File: config.mk
export PLATFORM = sky130hd
export DESIGN_NAME = run_monitor
export DESIGN_NICKNAME = d
export VERILOG_FILES = /design/src/rtl/run_monitor.sv
export SDC_FILE = /design/constraint.sdc
export NUM_CORES = 1
export LEC_CHECK = 0
export CAP_MARGIN = 20
export CORE_MARGIN = 3
export CORE_UTILIZATION = 55
export CTS_CLUSTER_DIAMETER = 40
export DETAILED_ROUTE_END_ITERATION = 7
export GPL_TIMING_DRIVEN = 0
export HOLD_SLACK_MARGIN = 0.03
export PLACE_DENSITY_LB_ADDON = 0.05
export SLEW_MARGIN = 40
export SYNTH_ARGS = -nofsm -noshare
export SYNTH_HDL_FRONTEND = slang
export SYNTH_SLANG_ARGS = --single-unit
File: constraint.sdc
create_clock -name clk -period 12.1 [get_ports clk]
set_clock_uncertainty 0.1 [all_clocks]
set_input_delay 3.025 -clock clk [delete_from_list [all_inputs] [get_ports clk]]
set_output_delay 3.025 -clock clk [all_outputs]
set_load 0.1 [all_outputs]
File: src/rtl/run_monitor.sv
// run_monitor: watches a processor run, logs data-memory writes with their
// capture cycle into a show-ahead FIFO, and tracks run/drain/done/timeout.
module run_monitor #(
   parameter int         ADDR_W       = 32,
   parameter int         DATA_W       = 32,
   parameter int         DEPTH        = 16,
   parameter int         CYC_W        = 32,
   parameter logic [5:0] HALT_OPCODE  = 6'h11,
   parameter int         DRAIN_CYCLES = 4,
   parameter int         TIMEOUT      = 100000
) (
   input  logic              clk,
   input  logic              reset,
   input  logic [5:0]        opcode,
   input  logic              mem_we,
   input  logic [ADDR_W-1:0] mem_addr,
   input  logic [DATA_W-1:0] mem_din,
   input  logic              rd_en,
   output logic              rd_valid,
   output logic [ADDR_W-1:0] rd_addr,
   output logic [DATA_W-1:0] rd_data,
   output logic [CYC_W-1:0]  rd_cycle,
   output logic [CYC_W-1:0]  cycle,
   output logic [1:0]        state,
   output logic              done,
   output logic              timed_out,
   output logic              overflow,
   output logic [15:0]       dropped
);

   typedef enum logic [1:0] {
      ST_RUN     = 2'd0,
      ST_DRAIN   = 2'd1,
      ST_DONE    = 2'd2,
      ST_TIMEOUT = 2'd3
   } state_t;

   localparam int PTR_W  = $clog2(DEPTH);
   localparam int DCNT_W = (DRAIN_CYCLES > 1) ? $clog2(DRAIN_CYCLES) : 1;
   localparam logic [DCNT_W-1:0] DRAIN_LOAD = DCNT_W'(DRAIN_CYCLES - 1);
   localparam logic [CYC_W-1:0]  CYC_LAST   = CYC_W'(TIMEOUT - 1);

   state_t              r_state;
   logic [CYC_W-1:0]    r_cycle;
   logic [DCNT_W-1:0]   r_drainCnt;

   logic [ADDR_W-1:0]   r_memAddr  [DEPTH];
   logic [DATA_W-1:0]   r_memData  [DEPTH];
   logic [CYC_W-1:0]    r_memCycle [DEPTH];
   logic [PTR_W:0]      r_wrPtr;
   logic [PTR_W:0]      r_rdPtr;
   logic                r_overflow;
   logic [15:0]         r_dropped;

   logic w_active;
   logic w_timeUp;
   logic w_empty;
   logic w_full;
   logic w_pop;
   logic w_pushReq;
   logic w_push;
   logic w_drop;

   // The limit test uses >= so a run that halts on the last RUN cycle still
   // times out one cycle later, when the counter has already moved past it.
   assign w_active  = (r_state == ST_RUN) || (r_state == ST_DRAIN);
   assign w_timeUp  = (r_cycle >= CYC_LAST);
   assign w_empty   = (r_wrPtr == r_rdPtr);
   assign w_full    = (r_wrPtr[PTR_W] != r_rdPtr[PTR_W]) &&
                      (r_wrPtr[PTR_W-1:0] == r_rdPtr[PTR_W-1:0]);
   assign w_pop     = rd_en && !w_empty;
   assign w_pushReq = mem_we && w_active;
   assign w_push    = w_pushReq && (!w_full || w_pop);
   assign w_drop    = w_pushReq && w_full && !w_pop;

   // Run-state machine and cycle counter; a halt beats the time limit in RUN,
   // while the time limit beats any remaining drain in DRAIN.
   always_ff @(posedge clk or posedge reset) begin
      if (reset) begin
         r_state    <= ST_RUN;
         r_cycle    <= '0;
         r_drainCnt <= '0;
      end else begin
         case (r_state)
            ST_RUN: begin
               r_cycle <= r_cycle + 1'b1;
               if (opcode == HALT_OPCODE) begin
                  r_state    <= ST_DRAIN;
                  r_drainCnt <= DRAIN_LOAD;
               end else if (w_timeUp) begin
                  r_state <= ST_TIMEOUT;
               end
            end
            ST_DRAIN: begin
               r_cycle <= r_cycle + 1'b1;
               if (w_timeUp) begin
                  r_state <= ST_TIMEOUT;
               end else if (r_drainCnt == '0) begin
                  r_state <= ST_DONE;
               end else begin
                  r_drainCnt <= r_drainCnt - 1'b1;
               end
            end
            default: begin
            end
         endcase
      end
   end

   // Log storage; only the pointers need resetting, stale slots are unreachable.
   always_ff @(posedge clk) begin
      if (w_push && !reset) begin
         r_memAddr[r_wrPtr[PTR_W-1:0]]  <= mem_addr;
         r_memData[r_wrPtr[PTR_W-1:0]]  <= mem_din;
         r_memCycle[r_wrPtr[PTR_W-1:0]] <= r_cycle;
      end
   end

   // FIFO pointers plus the sticky overflow flag and saturating drop count.
   always_ff @(posedge clk or posedge reset) begin
      if (reset) begin
         r_wrPtr    <= '0;
         r_rdPtr    <= '0;
         r_overflow <= 1'b0;
         r_dropped  <= '0;
      end else begin
         if (w_push) begin
            r_wrPtr <= r_wrPtr + 1'b1;
         end
         if (w_pop) begin
            r_rdPtr <= r_rdPtr + 1'b1;
         end
         if (w_drop) begin
            r_overflow <= 1'b1;
            if (r_dropped != 16'hFFFF) begin
               r_dropped <= r_dropped + 16'd1;
            end
         end
      end
   end

   assign rd_valid  = !w_empty;
   assign rd_addr   = r_memAddr[r_rdPtr[PTR_W-1:0]];
   assign rd_data   = r_memData[r_rdPtr[PTR_W-1:0]];
   assign rd_cycle  = r_memCycle[r_rdPtr[PTR_W-1:0]];
   assign cycle     = r_cycle;
   assign state     = r_state;
   assign done      = (r_state == ST_DONE);
   assign timed_out = (r_state == ST_TIMEOUT);
   assign overflow  = r_overflow;
   assign dropped   = r_dropped;

endmodule

==> impl_results.md, run 1 <==
* Status: completed
* Synth Flop Type: edfxtp_1
* Setup TNS at 0 ns
* Setup crit end kind: primary output
* Final Cell Area at 73200 um^2
* Power Dens Cells at 251 nW/um^2
* Mapped Cells at 2438
* Hold_sp: overflow
* FP Rows at 121
* Final period util at 0.586
* Hold Buf Count CTS at 0
* Skew-Pair Late Insertion Delay at 0.77 ns
* Commonest cells post-synth: 1536 x edfxtp_1, 480 x mux4_2, 63 x dfrtp_1
* Fmax at 141 MHz
* Worst R2R Path Depth at 12
* Final net count at 3229
* RD Place Congestion at 0.790
* Post-synth EDFFs at 1536
* Clock sink total at 1599
* CTS max path bufs at 3
* Worst Hold Path EP: overflow
* Setup Buffers After CTS at 0
* Fin. Hold Viols at 0
* Cell Area, Synth at 60600 um^2
* Hpwl dp at 97500 um
* I/O pins at 224
* Max-cap viol count at 0
* Die Wd at 338 um
* Critical Path Max Stage Delay at 0.72 ns
* CTS root buf: clkbuf_16
* Die H at 338 um
* Top-count cell post-synth: edfxtp_1
* First-pass GRT wire length at 211000 um
* Post-route minimum period at 7.10 ns
* Post_cts resized at 0
* Internal reg-to-reg setup slack at 7.99 ns
* Hold Slack at 0.374 ns
* Die Area at 114000 um^2
* Post-synth ARST share at 0.0394
* Critical path data required time at 8.97 ns
* Synth unique cells at 50
* Post-synth top area share at 0.761
* Synth warn at 0
* Critical Path Fanout Max at 10
* H-Tree Depth at 4
* Drt wl/cell at 30.4 um
* Initial antenna violation count at 5
* CP cell instances: buf_2, buf_2, buf_1, mux4_2, mux4_2, buf_2
* Synth-to-layout area growth at 20.7%
* Seq cells post-synth at 1599
* Worst hold stages at 1
* Clock-pin transition on the worst setup and hold timing paths at 0.06 ns
* CTS tree: built
* Hold Crit Class: flip-flop to flip-flop
* Area post-placement at 67000 um^2
* Total track usage at 0.262
* DRC violations left at 0
* Mapped Avg Cell Area at 24.9 um^2
* Largest net degree at the start of global routing at 59
* CTS Buf Count at 183
* Arrival @ worst endpoint at 3.97 ns
* Worst R2R Start: r_wrPtr[4]
* Vias in the first global route at 30400
* Crit path kind: flip-flop to primary output
* DR vias at 29200
* CP Launch Type: flip-flop
* Slew HR at 0.411
* # setup viols final at 0
* Most numerous cell on the critical path: buf_2
* Worst r2r dst: r_memData[5][16]
* Seq/Total Area, Yosys at 0.787
* Vias/cell at 6.12
* RSZ-0062 raised after global routing: no
* Post-synth top area cell: edfxtp_1
* Storage cell area at 47700 um^2
* Leakage at 0.0255 uW
* Gr ovfl total at 0
* Layout cells sized above 1 at 0.407
* Initial Util at 0.556
* Syn Nets at 2520
* DRT iter0 DRCs at 3393
* Worst vdd ir at 244 uV
* Slew Limit Fails at 0
* 1st-pass router iterations at 5
* Core Area at 109000 um^2
* Area of the multi-input gates at 12500 um^2
* Post-route ant nets at 0
* Final core occ at 0.671
* WL final at 145000 um
* Slowest CP cell: buf_1
* IO Port Bufs at 223
* Worst-margin pin slew at 0.884 ns
* Fill count at 6858
* Top cells by area, synth: edfxtp_1 76%, mux4_2 18%, dfrtp_1 2.6%
[kinds of logic (layout without fill, tap and decap cells)]
group | after synthesis | after routing | synth area share
adder cells (fa/ha/maj) | 8 | 8 | 0.00165
buffers and inverters | 125 | 985 | 0.00879
AND/OR/NAND/NOR | 148 | 148 | 0.0136
AO/OA/AOI/OAI | 15 | 15 | 0.00192
XOR/XNOR | 58 | 58 | 0.00838
other | 0 | 3 | 0
multiplexers | 485 | 485 | 0.179
flip-flops | 1599 | 1599 | 0.787
[cells in the final DEF (no fill, tap or decap), drive strengths merged, types with 3 or more instances in the layout]
master	instances
clkdlybuf4s50	73
nand4	16
inv	26
mux4	480
clkinv	66
mux2	4
and3	6
and4	3
nor2	24
clkbuf	278
clkinvlp	13
nand3	20
nor4	13
buf	506
dfrtp	63
xor2	29
diode	3
xnor2	29
nor3	21
bufinv	23
edfxtp	1536
or3	3
nand2	27
ha	8
[where the power goes]
part	switching (uW)	internal (uW)
clock network	2160	3400
logic	4330	1940
registers	132	6380
total	6620	11700
[metrics by stage]
stage / setup slack [ns] / power, uW / instances
after global placement: -10.78 / 13200 / 4137
after detailed placement: 5.46 / 13000 / 4438
after global routing: 4.89 / 19000 / 4774
final: 5.00 / 18400 / 4777
after CTS: 4.88 / 18500 / 4774
after floorplan: 0.0165 / 11400 / 2438
[how the worst max path moves through the flow]
stage / start / endpoint / slack, ns / cells past startpoint
global route: r_rdPtr[1] / rd_addr[1] / 4.89 / 6
finish: r_rdPtr[1] / rd_cycle[17] / 5.00 / 6
detailed placement: rd_en / r_memData[4][15] / 5.46 / 11
floorplan: reset / r_memAddr[12][0] / 0.02 / 3
global placement: reset / r_memData[14][15] / -10.78 / 4
CTS: r_rdPtr[1] / rd_cycle[18] / 4.88 / 6
[metal layers]
| layer | vias up | part of all wire | global-route usage |
|---|---|---|---|
| met5 | - | 0 | 0 |
| met4 | 0 | 0.019 | 0.0628 |
| met3 | 212 | 0.074 | 0.0487 |
| met2 | 1197 | 0.51 | 0.432 |
| met1 | 15800 | 0.40 | 0.371 |
| li1 | 12100 | - | - |
[area by class of cell]
type | count | area share
sequential | 1599 | 0.651
multi-input combinational | 714 | 0.171
clock buffer | 218 | 0.0672
timing repair buffer | 524 | 0.0588
tap | 1476 | 0.0252
clock inverter | 118 | 0.0177
buffer | 115 | 0.00757
inverter | 10 | 0.000581
antenna | 3 | 0.000103
[flip-flops by register name (all words and copies together), names as in the netlist]
name	flops
r_memData	512
overflow	1
state	2
r_memAddr	512
dropped	16
cycle	32
r_rdPtr	5
r_drainCnt	2
r_wrPtr	5
r_memCycle	512
[critical path: cells and delay by family, from the launching register on]
family | cells | cell delay (ns)
flops | 1 | 0.33
buf+inv | 4 | 1.86
mux | 2 | 0.99
Power figures use the tool's default switching activity.
==> run 2: changes to the inputs <==
- clock period: 12.1 -> 7.4 ns (I/O delays scaled with it)
==> run 2 against run 1 <==
Sequential share of layout area down 0.29 points. Count of clock-buffer cells in the layout up 2. Die area unchanged.
==> impl_results.md, run 2 (synthesized netlist as in run 1, its figures left out) <==
* Status: completed
* Area post-placement at 67100 um^2 (+0.13%)
* Max-cap viol count at 0 (unchanged)
* Critical Path Fanout Max at 10 (unchanged)
* FP Rows at 121 (unchanged)
* Sw Pwr at 11000 uW (+66%)
* CTS root buf: clkbuf_16
* CP Launch Type: flip-flop
* Largest net degree at the start of global routing at 58 (-1.7%)
* H-Tree Depth at 4 (unchanged)
* Slew Limit Fails at 0 (unchanged)
* Core Area at 109000 um^2 (unchanged)
* Drt wl/cell at 31.1 um (+2.3%)
* 1st-pass router iterations at 6 (+1)
* Hold_sp: overflow
* Final Cell Area at 73500 um^2 (+0.44%)
* CTS Buf Count at 186 (+1.6%)
* Worst R2R Start: r_wrPtr[4]
* Reg power frac at 0.351 (-0.004)
* IO Port Bufs at 223 (unchanged)
* Initial Util at 0.556 (unchanged)
* First-pass GRT wire length at 212000 um (+0.47%)
* Hold Buf Count CTS at 0 (unchanged)
* Met3 routed WL at 11500 um (+6.7%)
* Number of non-filler instances in the completed layout at 4725 (-1.1%)
* Vias/cell at 6.16 (+0.70%)
* Synth-to-layout area growth at 21.3%
* # setup viols final at 0 (unchanged)
* Layout cells sized above 1 at 0.399 (-0.00820)
* Worst vdd ir at 308 uV (+26%)
* Critical Path Max Stage Delay at 0.73 ns (about the same)
* Crit path kind: flip-flop to primary output
* Worst setup margin at 1.46 ns (-3.55 ns)
* I/O pins at 224 (unchanged)
* Fmax at 168 MHz
* Max Used Layer: met5
* DR WL met2 at 74400 um (+0.81%)
* Power Dens Cells at 413 nW/um^2 (+65%)
* Crit path from: r_rdPtr[1]
* Clock sink total at 1599 (unchanged)
* Dpl ws at 2.12 ns (-3.33 ns)
* Gr ovfl total at 0 (unchanged)
* Total placed cells including tap cells at 4368 (-1.6%)
* RSZ-0062 raised after global routing: no
* DRT iter0 DRCs at 3158 (-6.9%)
* Slew HR at 0.401 (-0.00923)
* Die Area at 114000 um^2 (unchanged)
* Most frequent cells in the layout: 1536 x edfxtp_1, 480 x mux4_2, 203 x buf_2
* Clock Power Share at 0.309 (+0.006)
* Comb pwr share at 0.340 (-0.002)
* Initial antenna violation count at 8 (+3)
* Metal1 wirelength at 58100 um (+0.40%)
* Post-route minimum period at 5.94 ns
* CTS max path bufs at 3 (unchanged)
* Post_cts resized at 0 (unchanged)
* Hold Crit Class: flip-flop to flip-flop
* Setup Buffers After CTS at 0 (unchanged)
* Skew-Pair Late Insertion Delay at 0.77 ns (about the same)
* DRC violations left at 0 (unchanged)
* Die Wd at 338 um (unchanged)
* Worst-margin pin slew at 0.898 ns (+0.0139 ns)
* Final core occ at 0.674 (+0.00296)
* Final period util at 0.803
* Hpwl dp at 98700 um (+1.2%)
* WL final at 147000 um (+1.2%)
* Total track usage at 0.265 (+0.00301)
* Critical path data required time at 5.45 ns (-3.52 ns)
* Internal at 19400 uW (+65%)
* Arrival @ worst endpoint at 3.99 ns (+0.02 ns)
* Setup crit end kind: primary output
* DR vias at 29100 (-0.40%)
* Switching Share at 0.362 (+0.000639)
* RD Place Congestion at 0.789 (about the same)
* Setup TNS at 0 ns (unchanged)
* Fin. Hold Viols at 0 (unchanged)
* Most common cell after layout, fill and taps aside: edfxtp_1
* Slowest CP cell: clkbuf_1
* CP cell instances: buf_2, clkbuf_2, clkbuf_1, mux4_2, mux4_2, buf_2
* Clock-pin transition on the worst setup and hold timing paths at 0.06 ns (about the same)
* Post-route ant nets at 0 (unchanged)
* Die H at 338 um (unchanged)
* Final net count at 3164 (-2.0%)
* Leakage at 0.0253 uW (-0.90%)
* CTS tree: built
* Vias in the first global route at 30400 (+0.12%)
-- run 2: cell types whose count changed in the layout (fill, tap and decap cells not counted), moves of 9 or more --
cell,change
buf_8,+30
buf_6,+90
buf_4,-123
buf_2,-57
clkinv_2,+9
clkinv_1,-9
-- run 2: power groups by stage --
stage          combinational [uW]  clock [uW]  sequential, uW
3_5_place_dp                10400           0           10800
2_1_floorplan                7600           0           11100
5_1_grt                     10700        9910           10700
4_1_cts                     10500        9520           10700
3_3_place_gp                10600           0           10900
6_report                    10300        9380           10700
-- run 2: per-stage QoR --
step | hold slack (ns) | power, uW
5_1_grt | 0.383 | 31300
3_5_place_dp | 0.356 | 21300
3_3_place_gp | 0.358 | 21500
2_1_floorplan | 0.365 | 18600
4_1_cts | 0.373 | 30700
6_report | 0.365 | 30300
-- run 2: worst max-delay path: cells and delay by family (launching register included) --
| family | cells | cell delay, ns |
|---|---|---|
| buffers and inverters | 4 | 1.87 |
| DFF | 1 | 0.35 |
| muxes | 2 | 0.99 |
-- run 2: per-layer routing --
metal,global-route usage,up-vias
met5,0,-
li1,-,11900
met2,0.433,1296
met3,0.0524,199
met4,0.0669,4
met1,0.374,15700
-- run 2: cell type report --
type | count | area [um^2]
Inverter | 10 | 42.5
Fill cell | 6803 | 35600
Multi-Input combinational cell | 714 | 12600
Buffer | 115 | 549
Clock inverter | 129 | 1460
Tap cell | 1476 | 1850
Antenna cell | 6 | 15.0
Timing Repair Buffer | 456 | 4360
Sequential cell | 1599 | 47700
Clock buffer | 220 | 4970
-- run 2: path summary, 6_finish.rpt --
| check | endpoint | slack [ns] | cells past startpoint |
|---|---|---|---|
| max reg2reg | r_memData[13][22] | 3.48 | 11 |
| min in group asynchronous | cycle[5] | 1.26 | 2 |
| min reg2reg | overflow | 0.36 | 1 |
| min | overflow | 0.36 | 1 |
| max in group asynchronous | r_wrPtr[0] | 5.39 | 3 |
| max | rd_addr[26] | 1.46 | 6 |
